--- src/rtl/imm_encoder.sv ---
// Packs a 32-bit immediate into the LoongArch instruction field chosen by itype, flagging range/alignment errors.
// Latency: a beat presented in the cycle after edge N is registered in S1 at edge N+1 and visible on out_* after edge N+2; 1 beat/cycle.
// Backpressure: two-stage elastic valid/ready pipeline; in_ready falls only when both stages are full and out_ready is low.
//
// Ports:
//   clk, rst_n (async active-low), flush (sync pipeline clear)
//   in_valid/in_ready   : request handshake; in_tmpl, in_itype, in_unsign, in_imm are the request payload
//   out_valid/out_ready : result handshake; out_instr, out_range_err, out_align_err are the result payload
//   err_cnt             : saturating count of delivered results carrying any error flag
//
// in_itype encoding: 0=I8 1=I12 2=I14 3=I16 4=I20 5=I21 6=I26 7=other (template passed through)
module imm_encoder #(
    parameter int ERR_CNT_W = 16
) (
    input  logic                 clk,
    input  logic                 rst_n,
    input  logic                 flush,
    input  logic                 in_valid,
    output logic                 in_ready,
    input  logic [31:0]          in_tmpl,
    input  logic [2:0]           in_itype,
    input  logic                 in_unsign,
    input  logic [31:0]          in_imm,
    output logic                 out_valid,
    input  logic                 out_ready,
    output logic [31:0]          out_instr,
    output logic                 out_range_err,
    output logic                 out_align_err,
    output logic [ERR_CNT_W-1:0] err_cnt
);

    localparam logic [2:0] ITYPE_I8  = 3'd0;
    localparam logic [2:0] ITYPE_I12 = 3'd1;
    localparam logic [2:0] ITYPE_I14 = 3'd2;
    localparam logic [2:0] ITYPE_I16 = 3'd3;
    localparam logic [2:0] ITYPE_I20 = 3'd4;
    localparam logic [2:0] ITYPE_I21 = 3'd5;
    localparam logic [2:0] ITYPE_I26 = 3'd6;

    // S1 registers
    logic        s1_valid_q;
    logic [31:0] s1_tmpl_q;
    logic [2:0]  s1_itype_q;
    logic        s1_unsign_q;
    logic [31:0] s1_imm_q;

    // S2 registers (drive out_* directly)
    logic        s2_valid_q;
    logic [31:0] s2_instr_q;
    logic        s2_range_q;
    logic        s2_align_q;

    logic [ERR_CNT_W-1:0] err_cnt_q;
    logic [ERR_CNT_W-1:0] err_cnt_d;

    logic        s2_load;
    logic        s1_free;
    logic        accept;
    logic        out_hs;

    logic [31:0] s2_instr_d;
    logic        s2_range_d;
    logic        s2_align_d;

    // Handshake control
    assign s2_load  = !s2_valid_q || out_ready;
    assign s1_free  = !s1_valid_q || s2_load;
    assign in_ready = s1_free && !flush;
    assign accept   = in_valid && in_ready;
    assign out_hs   = s2_valid_q && out_ready;

    // Field packing and checks, evaluated on the S1 contents.
    // A signed N-bit range check passes when imm[31:N-1] is all zeros or all ones.
    always_comb begin
        s2_instr_d = s1_tmpl_q;
        s2_range_d = 1'b0;
        s2_align_d = 1'b0;
        case (s1_itype_q)
            ITYPE_I8: begin
                s2_instr_d[14:10] = s1_imm_q[4:0];
                s2_range_d        = |s1_imm_q[31:5];
            end
            ITYPE_I12: begin
                s2_instr_d[21:10] = s1_imm_q[11:0];
                if (s1_unsign_q) begin
                    s2_range_d = |s1_imm_q[31:12];
                end else begin
                    s2_range_d = !((&s1_imm_q[31:11]) || !(|s1_imm_q[31:11]));
                end
            end
            ITYPE_I14: begin
                s2_instr_d[23:10] = s1_imm_q[15:2];
                s2_align_d        = |s1_imm_q[1:0];
                s2_range_d        = !((&s1_imm_q[31:15]) || !(|s1_imm_q[31:15]));
            end
            ITYPE_I16: begin
                s2_instr_d[25:10] = s1_imm_q[17:2];
                s2_align_d        = |s1_imm_q[1:0];
                s2_range_d        = !((&s1_imm_q[31:17]) || !(|s1_imm_q[31:17]));
            end
            ITYPE_I20: begin
                s2_instr_d[24:5] = s1_imm_q[31:12];
                s2_align_d       = |s1_imm_q[11:0];
            end
            ITYPE_I21: begin
                s2_instr_d[25:10] = s1_imm_q[15:0];
                s2_instr_d[4:0]   = s1_imm_q[20:16];
                s2_range_d        = !((&s1_imm_q[31:20]) || !(|s1_imm_q[31:20]));
            end
            ITYPE_I26: begin
                s2_instr_d[25:10] = s1_imm_q[17:2];
                s2_instr_d[9:0]   = s1_imm_q[27:18];
                s2_align_d        = |s1_imm_q[1:0];
                s2_range_d        = !((&s1_imm_q[31:27]) || !(|s1_imm_q[31:27]));
            end
            default: begin
                s2_instr_d = s1_tmpl_q;
            end
        endcase
    end

    // Counts every delivered erroneous result, including one delivered in a flush cycle.
    always_comb begin
        err_cnt_d = err_cnt_q;
        if (out_hs && (s2_range_q || s2_align_q) && !(&err_cnt_q)) begin
            err_cnt_d = err_cnt_q + ERR_CNT_W'(1);
        end
    end

    always_ff @(posedge clk or negedge rst_n) begin
        if (!rst_n) begin
            s1_valid_q  <= 1'b0;
            s1_tmpl_q   <= '0;
            s1_itype_q  <= '0;
            s1_unsign_q <= 1'b0;
            s1_imm_q    <= '0;
            s2_valid_q  <= 1'b0;
            s2_instr_q  <= '0;
            s2_range_q  <= 1'b0;
            s2_align_q  <= 1'b0;
            err_cnt_q   <= '0;
        end else begin
            err_cnt_q <= err_cnt_d;

            if (flush) begin
                s1_valid_q <= 1'b0;
                s2_valid_q <= 1'b0;
            end else begin
                if (s2_load) begin
                    s2_valid_q <= s1_valid_q;
                end
                if (s1_free) begin
                    s1_valid_q <= in_valid;
                end
            end

            if (accept) begin
                s1_tmpl_q   <= in_tmpl;
                s1_itype_q  <= in_itype;
                s1_unsign_q <= in_unsign;
                s1_imm_q    <= in_imm;
            end

            // S2 payload only changes when a real beat moves in, so a stalled result stays put.
            if (s2_load && s1_valid_q && !flush) begin
                s2_instr_q <= s2_instr_d;
                s2_range_q <= s2_range_d;
                s2_align_q <= s2_align_d;
            end
        end
    end

    assign out_valid     = s2_valid_q;
    assign out_instr     = s2_instr_q;
    assign out_range_err = s2_range_q;
    assign out_align_err = s2_align_q;
    assign err_cnt       = err_cnt_q;

endmodule

--- config.mk ---
export PLATFORM = sky130hd
export DESIGN_NAME = imm_encoder
export DESIGN_NICKNAME = d
export VERILOG_FILES = /design/src/rtl/imm_encoder.sv
export SDC_FILE = /design/constraint.sdc
export NUM_CORES = 1
export LEC_CHECK = 0
export BUFFER_PORTS_ARGS = -buffer_cell sky130_fd_sc_hd__buf_2
export CORE_ASPECT_RATIO = 1.1
export CORE_MARGIN = 2
export CORE_UTILIZATION = 45
export CTS_CLUSTER_SIZE = 28
export DETAILED_ROUTE_END_ITERATION = 12
export MAX_ROUTING_LAYER = met4
export PLACE_DENSITY = 0.68
export SLEW_MARGIN = 40
export SYNTH_ARGS = -nofsm -noshare
export SYNTH_HDL_FRONTEND = slang
export SYNTH_SLANG_ARGS = --single-unit
--- constraint.sdc ---
create_clock -name clk -period 2.25 [get_ports clk]
set_clock_uncertainty 0.15 [all_clocks]
set_input_delay 0.3375 -clock clk [delete_from_list [all_inputs] [get_ports clk]]
set_output_delay 0.3375 -clock clk [all_outputs]
set_load 0.02 [all_outputs]
== After elaboration in Yosys (flattened, before gate mapping) ==
Index checks and enable logic that the tools add are counted.

* Register bits: 120
* Word-level logic and storage cells: 82
* Bits of input ports: 73
* Output and inout bits: 52

* Muxes and demuxes: 14
* Reduce and logical (&&, ||, !) cells: 51
* Add/sub/neg operators: 1
* Eq/ne operators: 6

{| class="wikitable"
|+ Operators with widths
! cell !! count
|-
| 27-bit OR reduction || 1
|-
| 12-bit OR reduction || 2
|-
| 7-bit one-hot mux with 3 select lines || 1
|-
| 21-bit AND reduction || 1
|-
| 21-bit OR reduction || 1
|-
| 5-bit one-hot mux with 2 select lines || 2
|-
| 20-bit OR reduction || 1
|-
| 17-bit AND reduction || 1
|-
| 17-bit OR reduction || 1
|-
| 16-bit by 1-bit adder with 16-bit output (second input constant) || 1
|-
| 16-bit AND reduction || 1
|-
| 5-bit one-hot mux with 3 select lines || 1
|-
| 15-bit AND reduction || 1
|-
| 15-bit OR reduction || 1
|-
| 1-bit logical NOT || 14
|-
| 12-bit AND reduction || 1
|-
| 3-bit equality test (second input constant) || 3
|-
| 1-bit logical OR || 8
|-
| 1-bit logical AND || 7
|-
| 3-bit by 2-bit equality test with 1-bit output (second input constant) || 2
|-
| 1-bit one-hot mux with 6 select lines || 1
|-
| 2-bit one-hot mux with 3 select lines || 1
|-
| 2-bit OR reduction || 3
|-
| 3-bit OR reduction || 2
|-
| other kinds (8) || 14
|}

== Depth between registers and ports, before layout ==
Gate-level depths: netlist of run 1.

* Depth in word-level cells: 6
* Depth in mapped cells: 7
* Gate-level depth less buffers: 6

== Worst setup path after synthesis of run 1 ==
OpenSTA, ideal clock, no wires.

* Kind: flip-flop to flip-flop
* From: register s2_valid_q, in the netlist out_valid
* To: register s1_tmpl_q[11]
* Setup time: 125 ps
* Data arrival time: 1,875 ps
* Path buffers: 2
* Setup slack: 100 ps
* Clock period less this slack: 2,150 ps
* Data required time: 1,975 ps
* Stages on the path, launching flop included: 7
* Cells stage by stage: dfrtp_1 nor2b_1 a21oi_1 nand2_1 buf_2 buf_2 mux2_2

* Longest elaborated chain between the ends: 5

{| class="wikitable"
|+ Ends and longest elaborated chain
! element !! line !! RTL
|-
| start: declaration || 48 || <nowiki>logic s2_valid_q;</nowiki>
|-
| start signal: assignment || 150 || <nowiki>s2_valid_q <= s1_valid_q;</nowiki>
|-
| 1-bit logical NOT || 66 || <nowiki>assign s2_load = !s2_valid_q || out_ready;</nowiki>
|-
| 1-bit logical OR || 66 ||
|-
| 1-bit logical OR || 67 || <nowiki>assign s1_free = !s1_valid_q || s2_load;</nowiki>
|-
| 1-bit logical AND || 68 || <nowiki>assign in_ready = s1_free && !flush;</nowiki>
|-
| via in_ready || 19 || <nowiki>output logic in_ready,</nowiki>
|-
| 1-bit logical AND || 69 || <nowiki>assign accept = in_valid && in_ready;</nowiki>
|-
| end signal: assignment || 158 || <nowiki>s1_tmpl_q <= in_tmpl;</nowiki>
|-
| end: declaration || 42 || <nowiki>logic [31:0] s1_tmpl_q;</nowiki>
|}

The timed path passes the listed nets, and every way through them passes these cells.
A chain may end at the register's enable or synchronous reset.

== Final worst setup path of run 1 ==
* From: register s1_itype_q[2]
* To: register s2_instr_q[20], in the netlist out_instr[20]

* Longest elaborated chain between the ends: 3
* Elaborated cells on any way between the ends: 9
* Those cells by class: eq/ne: 6; mux: 1; reduce/logical: 2

{| class="wikitable"
|+ Ends and longest elaborated chain
! element !! line !! RTL
|-
| start: declaration || 43 || <nowiki>logic [2:0] s1_itype_q;</nowiki>
|-
| start signal: assignment || 159 || <nowiki>s1_itype_q <= in_itype;</nowiki>
|-
| 3-bit equality test, or another cell as far along || 78 || <nowiki>case (s1_itype_q)</nowiki>
|-
| 3-bit OR reduction (no line) or 2-bit OR reduction (tied branches) || -- ||
|-
| 7-bit one-hot mux with 3 select lines (*) || 78 ||
|-
| end signal: assignment || 166 || <nowiki>s2_instr_q <= s2_instr_d;</nowiki>
|-
| end: declaration || 49 || <nowiki>logic [31:0] s2_instr_q;</nowiki>
|}

Mark *: on every way between the ends. The rest lies on a longest branch, timed or not.

==> key figures, run 1 <==
Run status
  • Status: complete, no violations

Timing
  • Fin crit share: about nine tenths
  • Hold Fails Final Rpt: 0
  • Fin worst setup slack: 213 ps
  • Fmax: 0.491 GHz
  • TNS Setup: 0 ps
  • Final setup violation count: 0
  • Normalized max-slew margin: between 50 and 60%
  • Slew Limit Fails: 0
  • Worst slew pin tran: 634 ps
  • RSZ-0062 raised after global routing: no
  • Final worst path period need: between 2000 and 2500 ps

Clock tree
  • CTS buffer count: 17
  • Root Driver: clkbuf_16
  • CTS tree: done
  • CTS H-tree lvls: 4
  • Skew-Pair Late Insertion Delay: 410 ps
  • Clock tree buffer depth: 2
  • Worst-path clk slew: ~50 ps
  • Post-CTS Setup Bufs: 0
  • Clock tree sinks: 120

Synthesis
  • Post-synth EDFFs: 0
  • Synth Net Count: between 500 and 600
  • Avg Synthesized Cell Area: around 11 um^2
  • Ys Warns: 0
  • Most used DFF post-synth: dfrtp_1
  • Mapped cell area: 5740 um^2
  • Mapped Cells: between 500 and 600
  • Sequential element share of the synthesized area: 52.4%
  • Ys async rst share: 100%
  • Seq cells post-synth: 120
  • Post-synthesis cell type count: about 50

Detailed routing
  • DRC viols: 0
  • TritonRoute pass-1 iters: 6
  • Top layer in use: met4
  • Iter 0 DRT Violations: between 300 and 400
  • Via count: around 5000
  • Vias per Instance: 5.54
  • Met1 wire length: between 6 and 7 mm
  • Metal3 WL: between 800 and 900 um
  • Routed wire per std cell: approximately 17 um
  • Met2 WL post-DR: ~7.6 mm
  • Routed WL: between 15 and 20 mm
  • Routed Antenna Nets: 0

Min path
  • Min-delay src: in_tmpl[17]
  • Hold Path Sink: s1_tmpl_q[17]
  • Hold crit path type: in -> reg
  • WHS Path Cells: 2

Global routing
  • Initial antenna violation count: 0
  • Pin count of the biggest net entering global routing: between 100 and 150
  • Vias in the first global route: roughly 4900
  • Grt total ovfl: 0
  • First-pass GRT wire length: about 24 mm
  • Gr usage total: 23.6%

Layout
  • Layout fillers: 1011
  • Fin nets: roughly 790
  • Area grow syn2layout: 36.5%
  • Number of inserted diodes: 0
  • Area occupied by multi-input gates: 2580 um^2
  • Register area: 3000 um^2
  • Layout cell share with drive strength beyond 1: 36.0%

Worst setup path
  • Worst Path Arrival: between 2000 and 2500 ps
  • Critical Path Start Type: flip-flop
  • Worst reg2reg startpoint: s1_itype_q[2]
  • Worst-path fanout max: 16
  • Critical Path RT: approximately 2400 ps
  • R2r endpoint: out_instr[20]
  • Setup crit end kind: flip-flop
  • R2r setup slk: between 200 and 250 ps
  • Cell depth of the worst flop-to-flop path: 4
  • CP Class: reg -> reg

Die
  • Initial cell density of the core: between 40% and 50%
  • Full die area: between 10000 and 15000 um^2
  • IO Pins: 125
  • Die height: between 100 and 150 um
  • Die X: approximately 110 um
  • Number of cell rows: 43
  • Area of the core: 12500 um^2

Pwr
  • Worst vdd ir: about 0.56 mV
  • Power per cell area: 962 nW/um^2
  • Leakage power: 3.61 nW
  • Power Total: roughly 7.5 mW

Placement
  • Placer Congestion: 0.950
  • Setup WS pre-CTS: between 150 and 200 ps
  • IO buf count: 124
  • Post-DP HPWL: roughly 10 mm

Run
  • Maxcap violations: 0
==> repair_timing <==
item / CTS / global route
hold buffers: 58 / 1
setup endpoints to repair: 0 / 1
hold endpoints to repair: 178 / 1
gates resized for setup: 0 / 1
==> layout by cell type, fill, tap and decap left out, types with 8 or more instances in the layout <==
master	instances
nor2_1	25
clkbuf_16	17
a22oi_1	10
mux2_2	76
nor3_1	8
dfrtp_1	120
o21ai_0	47
nand2_1	61
nand3_1	15
inv_1	8
buf_4	17
dlygate4sd3_1	59
a21oi_1	11
nand4_1	9
buf_2	123
a222oi_1	8
==> critical path: stages (launching register included) <==
cell      delay, ps
dfrtp_1         570
and2_1          390
a22o_1          240
a222oi_1        400
o21ai_0         130
==> worst max path at each step <==
stage | start | to | slack, ps | depth (start not counted)
4_1_cts | err_cnt[0] | err_cnt[14] | 180 | 6
6_report | s1_itype_q[2] | out_instr[20] | 210 | 4
3_3_place_gp | err_cnt[0] | err_cnt[14] | 210 | 6
5_1_grt | s1_itype_q[2] | out_instr[22] | 40 | 5
2_1_floorplan | out_valid | s1_tmpl_q[11] | 100 | 6
3_5_place_dp | err_cnt[0] | err_cnt[14] | 190 | 6
==> logic make-up (layout without fill, tap and decap cells) <==
logic type	Yosys count	count (layout)	synth area share, %
and+or+nand+nor	149	149	12.7
DFF	120	120	52.4
AOI/OAI and AO/OA	116	116	13.2
muxes	84	84	16.5
buffers and inverters	40	240	2.81
xor gates and xnor gates	14	14	2.14
adders and majority gates	1	1	0.218
==> per-stage QoR <==
step | cell area, um^2 | utilization, % | instances | hold WS, ps
6_report | 7830 | 62.4 | 881 | 13.9
3_5_place_dp | 6620 | 52.8 | 792 | 307
5_1_grt | 7830 | 62.4 | 881 | 5.82
2_1_floorplan | 5740 | - | 524 | -108
4_1_cts | 7820 | 62.4 | 880 | 0.482
3_3_place_gp | 6610 | 52.7 | 792 | 293
==> state kept, by name, summed over array words and instances, names as in the netlist <==
register and flops:
out_instr 32, s1_imm_q 32, s1_tmpl_q 32, err_cnt 16, s1_itype_q 3, out_align_err 1
out_range_err 1, out_valid 1, s1_unsign_q 1, s1_valid_q 1
==> cells in the mapped netlist, types with 2 or more instances <==
master / number / area (um^2)
a211oi_1: 4 / 30.0
a21oi_1: 11 / 55.1
a221oi_1: 2 / 17.5
a222oi_1: 8 / 80.1
a22o_1: 7 / 61.3
a22oi_1: 10 / 75.1
a31oi_1: 5 / 31.3
and2_1: 2 / 12.5
and3_1: 2 / 12.5
buf_1: 4 / 15.0
buf_2: 9 / 45.0
clkbuf_1: 19 / 71.3
dfrtp_1: 120 / 3000
inv_1: 8 / 30.0
mux2_2: 76 / 856
mux2i_1: 7 / 70.1
nand2_1: 62 / 233
nand3_1: 15 / 75.1
nand4_1: 9 / 56.3
nor2_1: 25 / 93.8
nor2b_1: 7 / 43.8
nor3_1: 8 / 40.0
nor3b_1: 3 / 22.5
nor4_1: 5 / 31.3
o211ai_1: 6 / 45.0
o21a_1: 2 / 15.0
o21ai_0: 48 / 240
o221ai_1: 3 / 26.3
o22ai_1: 2 / 12.5
or2_2: 4 / 25.0
xnor2_1: 7 / 61.3
xor2_1: 7 / 61.3
==> cell type report <==
| type | count | share of cell area, % |
|---|---|---|
| Inverter | 8 | 0.384 |
| Clock inverter | 9 | 1.89 |
| Multi-Input combinational cell | 364 | 33.0 |
| Clock buffer | 21 | 6.01 |
| Sequential cell | 120 | 38.4 |
| Timing Repair Buffer | 202 | 17.8 |
| Tap cell | 157 | 2.51 |
==> report_power, final <==
group	internal, mW	total [mW]	switching, mW
sequential	2.56	2.96	0.405
combinational	0.799	1.74	0.945
clock	1.92	2.82	0.906
==> per-layer routing <==
layer,vias to the layer above,GRT usage (%)
met1,2395,29.3
met5,-,-
met4,0,8.80
met3,22,6.12
li1,2296,-
met2,169,37.7
Power figures use the tool's default switching activity.
==> run 2, diff against run 1 <==
==> constraint.sdc (replaced) <==
create_clock -name clk -period 2.25 [get_ports clk]
set_clock_uncertainty 0.15 [all_clocks]
set_input_delay 0.225 -clock clk [delete_from_list [all_inputs] [get_ports clk]]
set_output_delay 0.225 -clock clk [all_outputs]
set_load 0.02 [all_outputs]
==> run 2 against run 1 <==
  * Via count grew 2.0%
  * Total power grew 1.5%
  * Cell count grew 2.3%
  * Utilization grew 1.4 points
  * Sequential power is essentially flat
  * Global-route usage grew 1.3 points
  * Critical path type unchanged
  * Largest power group unchanged
==> key figures, run 2 (synthesized netlist as in run 1, its figures left out) <==
Global routing
  • Grt total ovfl: 0 (unchanged)
  • Vias in the first global route: 5040 (+3.9%)
  • Gr usage total: 24.9% (+1.3 points)
  • Initial antenna violation count: 0 (unchanged)
  • Pin count of the biggest net entering global routing: 52 (-57%)
  • First-pass GRT wire length: 25.7 mm (+4.9%)

Layout
  • Layout fillers: 1002 (-0.89%)
  • Area grow syn2layout: 39.5%
  • Commonest cells after routing, fill and taps aside: buf_2, dfrtp_1, mux2_2
  • Layout cell share with drive strength beyond 1: 35.9% (-0.16 points)
  • Fin nets: 805 (+2.3%)
  • Number of inserted diodes: 0 (unchanged)
  • Most common cell after layout, fill and taps aside: buf_2

Pwr
  • Psw: 2.28 mW (+1.0%)
  • Power per cell area: 955 nW/um^2 (-0.71%)
  • Worst vdd ir: 0.598 mV (+7.0%)
  • Leakage power: 3.70 nW (+2.6%)
  • Int Power: 5.36 mW (+1.7%)
  • Sw Share: 29.8% (-0.14 points)
  • Part of the power in registers: 38.8% (-0.5 points)
  • Comb pwr share: 23.2% (about the same)
  • Power share of the clock group: 37.9% (+0.4 points)

Timing
  • Final worst path period need: 2030 ps (-4.09 ps)
  • Fin crit share: 90.3% (-0.18 points)
  • Final setup violation count: 0 (unchanged)
  • Normalized max-slew margin: 62.9% (+5.1 points)
  • Slew Limit Fails: 0 (unchanged)
  • Hold Fails Final Rpt: 0 (unchanged)
  • TNS Setup: 0 ps (unchanged)
  • Worst slew pin tran: 557 ps (-76.7 ps)
  • RSZ-0062 raised after global routing: no
  • Fin worst setup slack: 217 ps (+4.09 ps)
  • Fmax: 0.492 GHz (+0.20%)

Run status
  • Status: complete, no violations

Worst setup path
  • CP Class: reg -> reg
  • Critical path's top delay family: simple AND/OR/NAND/NOR gates
  • Worst-path fanout max: 5 (-11)
  • Setup crit end kind: flip-flop
  • Critical Path RT: 2390 ps (+20 ps)
  • Cell depth of the worst flop-to-flop path: 6 (+2)
  • Sequence of cells on the critical path: ha_1 -> nand4_1 -> or2_2 -> o21bai_1 -> nor3_1 -> xor2_1
  • Worst reg2reg startpoint: err_cnt[0]
  • Max stage delay cell, worst path: dfrtp_1
  • R2r endpoint: err_cnt[7]
  • Sum of buffers and inverters on the critical path: 0 (unchanged)
  • Critical Path Start Type: flip-flop
  • Critical path launch point: err_cnt[0]
  • R2r setup slk: 220 ps (about the same)
  • CP max stage delay: 430 ps (-140 ps)
  • Worst Path Arrival: 2180 ps (+20 ps)

Detailed routing
  • Routed WL: 15.8 mm (+5.4%)
  • Routed wire per std cell: 17.6 um (+3.0%)
  • Via count: 4978 (+2.0%)
  • DRC viols: 0 (unchanged)
  • Routed Antenna Nets: 0 (unchanged)
  • TritonRoute pass-1 iters: 6 (unchanged)
  • Vias per Instance: 5.52 (-0.30%)
  • Iter 0 DRT Violations: 304 (-6.7%)

Die
  • Full die area: 13700 um^2 (unchanged)
  • Number of cell rows: 43 (unchanged)
  • Die height: 122 um (unchanged)
  • Area of the core: 12500 um^2 (unchanged)
  • Initial cell density of the core: 45.8% (unchanged)
  • Die X: 112 um (unchanged)
  • IO Pins: 125 (unchanged)

Clock tree
  • Root Driver: clkbuf_16
  • CTS H-tree lvls: 4 (unchanged)
  • Clock tree sinks: 120 (unchanged)
  • CTS buffer count: 17 (unchanged)
  • Post-CTS Setup Bufs: 0 (unchanged)
  • Skew-Pair Late Insertion Delay: 420 ps (about the same)
  • Worst-path clk slew: 50 ps (about the same)
  • Clock tree buffer depth: 2 (unchanged)
  • CTS tree: done

Min path
  • Hold Path Sink: s1_valid_q
  • Hold crit path type: in -> reg
  • Min-delay src: out_ready
  • WHS Path Cells: 4 (+2)

Run
  • Maxcap violations: 0 (unchanged)

Placement
  • IO buf count: 124 (unchanged)
  • Setup WS pre-CTS: 178 ps (-11.5 ps)
  • Placer Congestion: 0.882 (-7.1%)
  • Post-DP HPWL: 10.8 mm (+4.6%)
run 2: cell types whose count changed in the layout (fill, tap and decap cells not counted):
cell / delta
nor3b_4: -1
clkbuf_8: +2
nor3b_2: +1
dlygate4sd3_1: +13
buf_4: +6
clkbuf_1: +1
clkinvlp_4: -1
buf_12: -1
run 2: worst max path at each step:
| stage | to | slack [ps] | cells after the start |
|---|---|---|---|
| 4_1_cts | err_cnt[14] | 140 | 6 |
| 5_1_grt | err_cnt[3] | 30 | 6 |
| 2_1_floorplan | s1_tmpl_q[11] | 100 | 6 |
| 6_report | err_cnt[7] | 220 | 6 |
| 3_5_place_dp | err_cnt[14] | 180 | 6 |
| 3_3_place_gp | out_range_err | 210 | 6 |
run 2: layout make-up:
class | instances | area [um^2] | area share (%)
inverter | 8 | 30.0 | 0.375
clock inverter | 8 | 140 | 1.75
clock buffer | 24 | 502 | 6.27
sequential | 120 | 3000 | 37.5
tap | 157 | 196 | 2.46
multi-input combinational | 364 | 2580 | 32.2
timing repair buffer | 220 | 1550 | 19.4
run 2: power by group through the flow:
stage	logic [mW]	clock network, mW	registers (mW)
2_1_floorplan	0.852	0	3.10
3_3_place_gp	1.64	0	2.97
3_5_place_dp	1.67	0	2.99
4_1_cts	1.78	2.94	2.96
5_1_grt	1.95	3.06	3.01
6_report	1.78	2.90	2.97
run 2: tightest hold or removal path: cells and delay by family:
kind	cells	cell delay, ps
buffers and inverters	1	90
AND/OR/NAND/NOR	2	130
AO/OA/AOI/OAI	1	150
run 2: timing repair:
item	CTS	global route
endpoints found under the setup margin	0	3
hold buffers	72	0
resized for setup	0	1
endpoints found under the hold margin	109	0
run 2: through the flow:
stage / cells / util (%) / power (mW) / hold slack, ps / instance area (um^2)
global placement: 797 / 52.9 / 4.61 / 93.5 / 6640
finish: 901 / 63.8 / 7.64 / 70.2 / 8000
CTS: 901 / 63.8 / 7.69 / 58.3 / 8000
detailed placement: 797 / 52.9 / 4.66 / 99.9 / 6640
floorplan: 524 / - / 3.96 / -221 / 5740
global route: 901 / 63.8 / 8.03 / 80.0 / 8000
run 2: routing by layer:
layer | GRT usage [%] | share of wire [%] | up-vias
met5 | - | 0 | -
met4 | 10.9 | 2.8 | 0
met2 | 41.4 | 50 | 160
met1 | 29.6 | 43 | 2442
met3 | 5.28 | 4.6 | 32
li1 | - | - | 2344
==> run 3, diff against run 2 <==
Settings changed: ABC_AREA set to 0, HOLD_SLACK_MARGIN set to 0.15.
==> run 3 against run 2 <==
  * Sequential power about the same
  * Sequential share of layout area about the same
  * Combinational power hardly changed
  * Setup slack worse by 24 ps
  * Clock power about the same
  * Routed wire length increased by 0.50%
==> key figures, run 3 (synthesized netlist as in run 1, its figures left out) <==
Detailed routing
  • Met1 wire length: 6.79 mm (+1.0%)
  • Routed wire per std cell: 17.6 um (+0.39%)
  • Routed WL: 15.9 mm (+0.50%)
  • Via count: 5024 (+0.92%)
  • Vias per Instance: 5.57 (+0.81%)
  • Met2 WL post-DR: 7.93 mm (+0.15%)
  • Iter 0 DRT Violations: 294 (-3.3%)
  • Routed Antenna Nets: 0 (unchanged)
  • Top layer in use: met4
  • Metal3 WL: 726 um (-1.1%)
  • TritonRoute pass-1 iters: 5 (-1)
  • DRC viols: 0 (unchanged)

Worst setup path
  • Critical Path RT: 2390 ps (about the same)
  • Critical Path Start Type: flip-flop
  • Setup crit end kind: flip-flop
  • CP Class: reg -> reg
  • Worst-path fanout max: 5 (unchanged)
  • Worst Path Arrival: 2200 ps (+20 ps)

Die
  • Area of the core: 12500 um^2 (unchanged)
  • Die X: 112 um (unchanged)
  • Number of cell rows: 43 (unchanged)
  • Full die area: 13700 um^2 (unchanged)
  • Die height: 122 um (unchanged)
  • IO Pins: 125 (unchanged)
  • Initial cell density of the core: 45.8% (unchanged)

Global routing
  • Initial antenna violation count: 0 (unchanged)
  • Gr usage total: 24.9% (+0.030 points)
  • First-pass GRT wire length: 25.7 mm (+0.25%)
  • Pin count of the biggest net entering global routing: 52 (unchanged)
  • Vias in the first global route: 5059 (+0.38%)
  • Grt total ovfl: 0 (unchanged)

Layout
  • Fin nets: 806 (+0.12%)
  • Most common cell after layout, fill and taps aside: buf_2
  • Number of inserted diodes: 0 (unchanged)
  • Area grow syn2layout: 39.6%
  • Layout cell share with drive strength beyond 1: 35.8% (-0.048 points)
  • Commonest cells after routing, fill and taps aside: buf_2, dfrtp_1, mux2_2
  • Fin util: 63.9% (+0.080 points)
  • Final std cells w/o fill: 902 (+0.11%)

Placement
  • Number of cells after detailed placement: 797 (unchanged)
  • Setup WS pre-CTS: 178 ps (unchanged)
  • IO buf count: 124 (unchanged)
  • Placer Congestion: 0.882 (unchanged)
  • Post-DP HPWL: 10.8 mm (unchanged)

Timing
  • RSZ-0062 raised after global routing: no
  • Fin worst setup slack: 194 ps (-24.0 ps)
  • Hold Fails Final Rpt: 0 (unchanged)
  • Final worst path period need: 2060 ps (+24.0 ps)
  • Final setup violation count: 0 (unchanged)
  • Slew Limit Fails: 0 (unchanged)
  • TNS Setup: 0 ps (unchanged)
  • Normalized max-slew margin: 62.9% (about the same)
  • Worst slew pin tran: 556 ps (-0.645 ps)
  • Fin crit share: 91.4% (+1.1 points)
  • Fmax: 0.486 GHz (-1.2%)

Pwr
  • Psw: 2.28 mW (+0.12%)
  • Power share of the clock group: 37.9% (about the same)
  • Part of the power in registers: 38.9% (about the same)
  • Sw Share: 29.8% (about the same)
  • Power Total: 7.65 mW (about the same)
  • Int Power: 5.36 mW (about the same)
  • Power per cell area: 955 nW/um^2 (about the same)
  • Leakage power: 3.71 nW (+0.11%)
  • Worst vdd ir: 0.599 mV (+0.23%)
  • Comb pwr share: 23.2% (about the same)

Min path
  • Hold crit path type: in -> async

Clock tree
  • Clock tree buffer depth: 2 (unchanged)
  • CTS tree: done
  • Clock tree sinks: 120 (unchanged)
  • Skew-Pair Late Insertion Delay: 420 ps (about the same)
  • Worst-path clk slew: 50 ps (about the same)
  • CTS buffer count: 17 (unchanged)
  • CTS H-tree lvls: 4 (unchanged)
  • Root Driver: clkbuf_16

Run status
  • Status: complete, no violations

Run
  • Maxcap violations: 0 (unchanged)
==> run 3: path summary, 6_finish.rpt <==
path	from	to	slack [ps]	depth (start not counted)
hold reg to reg	s1_tmpl_q[30]	out_instr[30]	310	2
hold / removal	rst_n	err_cnt[9]	190	2
max in group asynchronous	rst_n	s1_tmpl_q[21]	1100	3
setup / recovery	err_cnt[0]	err_cnt[7]	190	6
min in group clk	out_ready	err_cnt[12]	280	4
setup reg to reg	err_cnt[0]	err_cnt[7]	190	6
==> run 3: layer usage <==
layer	track usage, %	vias to the layer above
li1	-	2345
met1	29.7	2482
met2	41.4	164
met3	5.33	33
met4	10.9	0
met5	-	-
==> run 3: what timing repair did <==
action	in CTS	in global routing
setup buffers	0	0
hold buffers	73	0
gates resized for setup	0	1
endpoints found under the setup margin	0	3
hold endpoints to repair	196	0
==> run 3: power groups by stage <==
stage / registers (mW) / clock network, mW / logic, mW
finish: 2.97 / 2.90 / 1.78
global route: 3.01 / 3.06 / 1.95
CTS: 2.96 / 2.94 / 1.78
detailed placement: 2.99 / 0 / 1.67
global placement: 2.97 / 0 / 1.64
floorplan: 3.10 / 0 / 0.852
==> run 3: area by class of cell <==
type | instances | area, um^2
Timing Repair Buffer | 221 | 1560
Inverter | 8 | 30.0
Sequential cell | 120 | 3000
Clock inverter | 8 | 140
Multi-Input combinational cell | 364 | 2580
Fill cell | 1000 | 4530
Clock buffer | 24 | 502
Tap cell | 157 | 196
==> run 3: metrics by stage <==
stage	cell area [um^2]	hold WS (ps)
after floorplan	5740	-221
after global placement	6640	93.5
after detailed placement	6640	99.9
after CTS	8010	199
after global routing	8010	222
final	8010	189
==> run 3: critical path, cell delays in order (launching register included) <==
cell	delay [ps]
dfrtp_1	430
ha_1	220
nand4_1	130
or2_2	350
o21bai_1	380
nor3_1	120
xor2_1	160
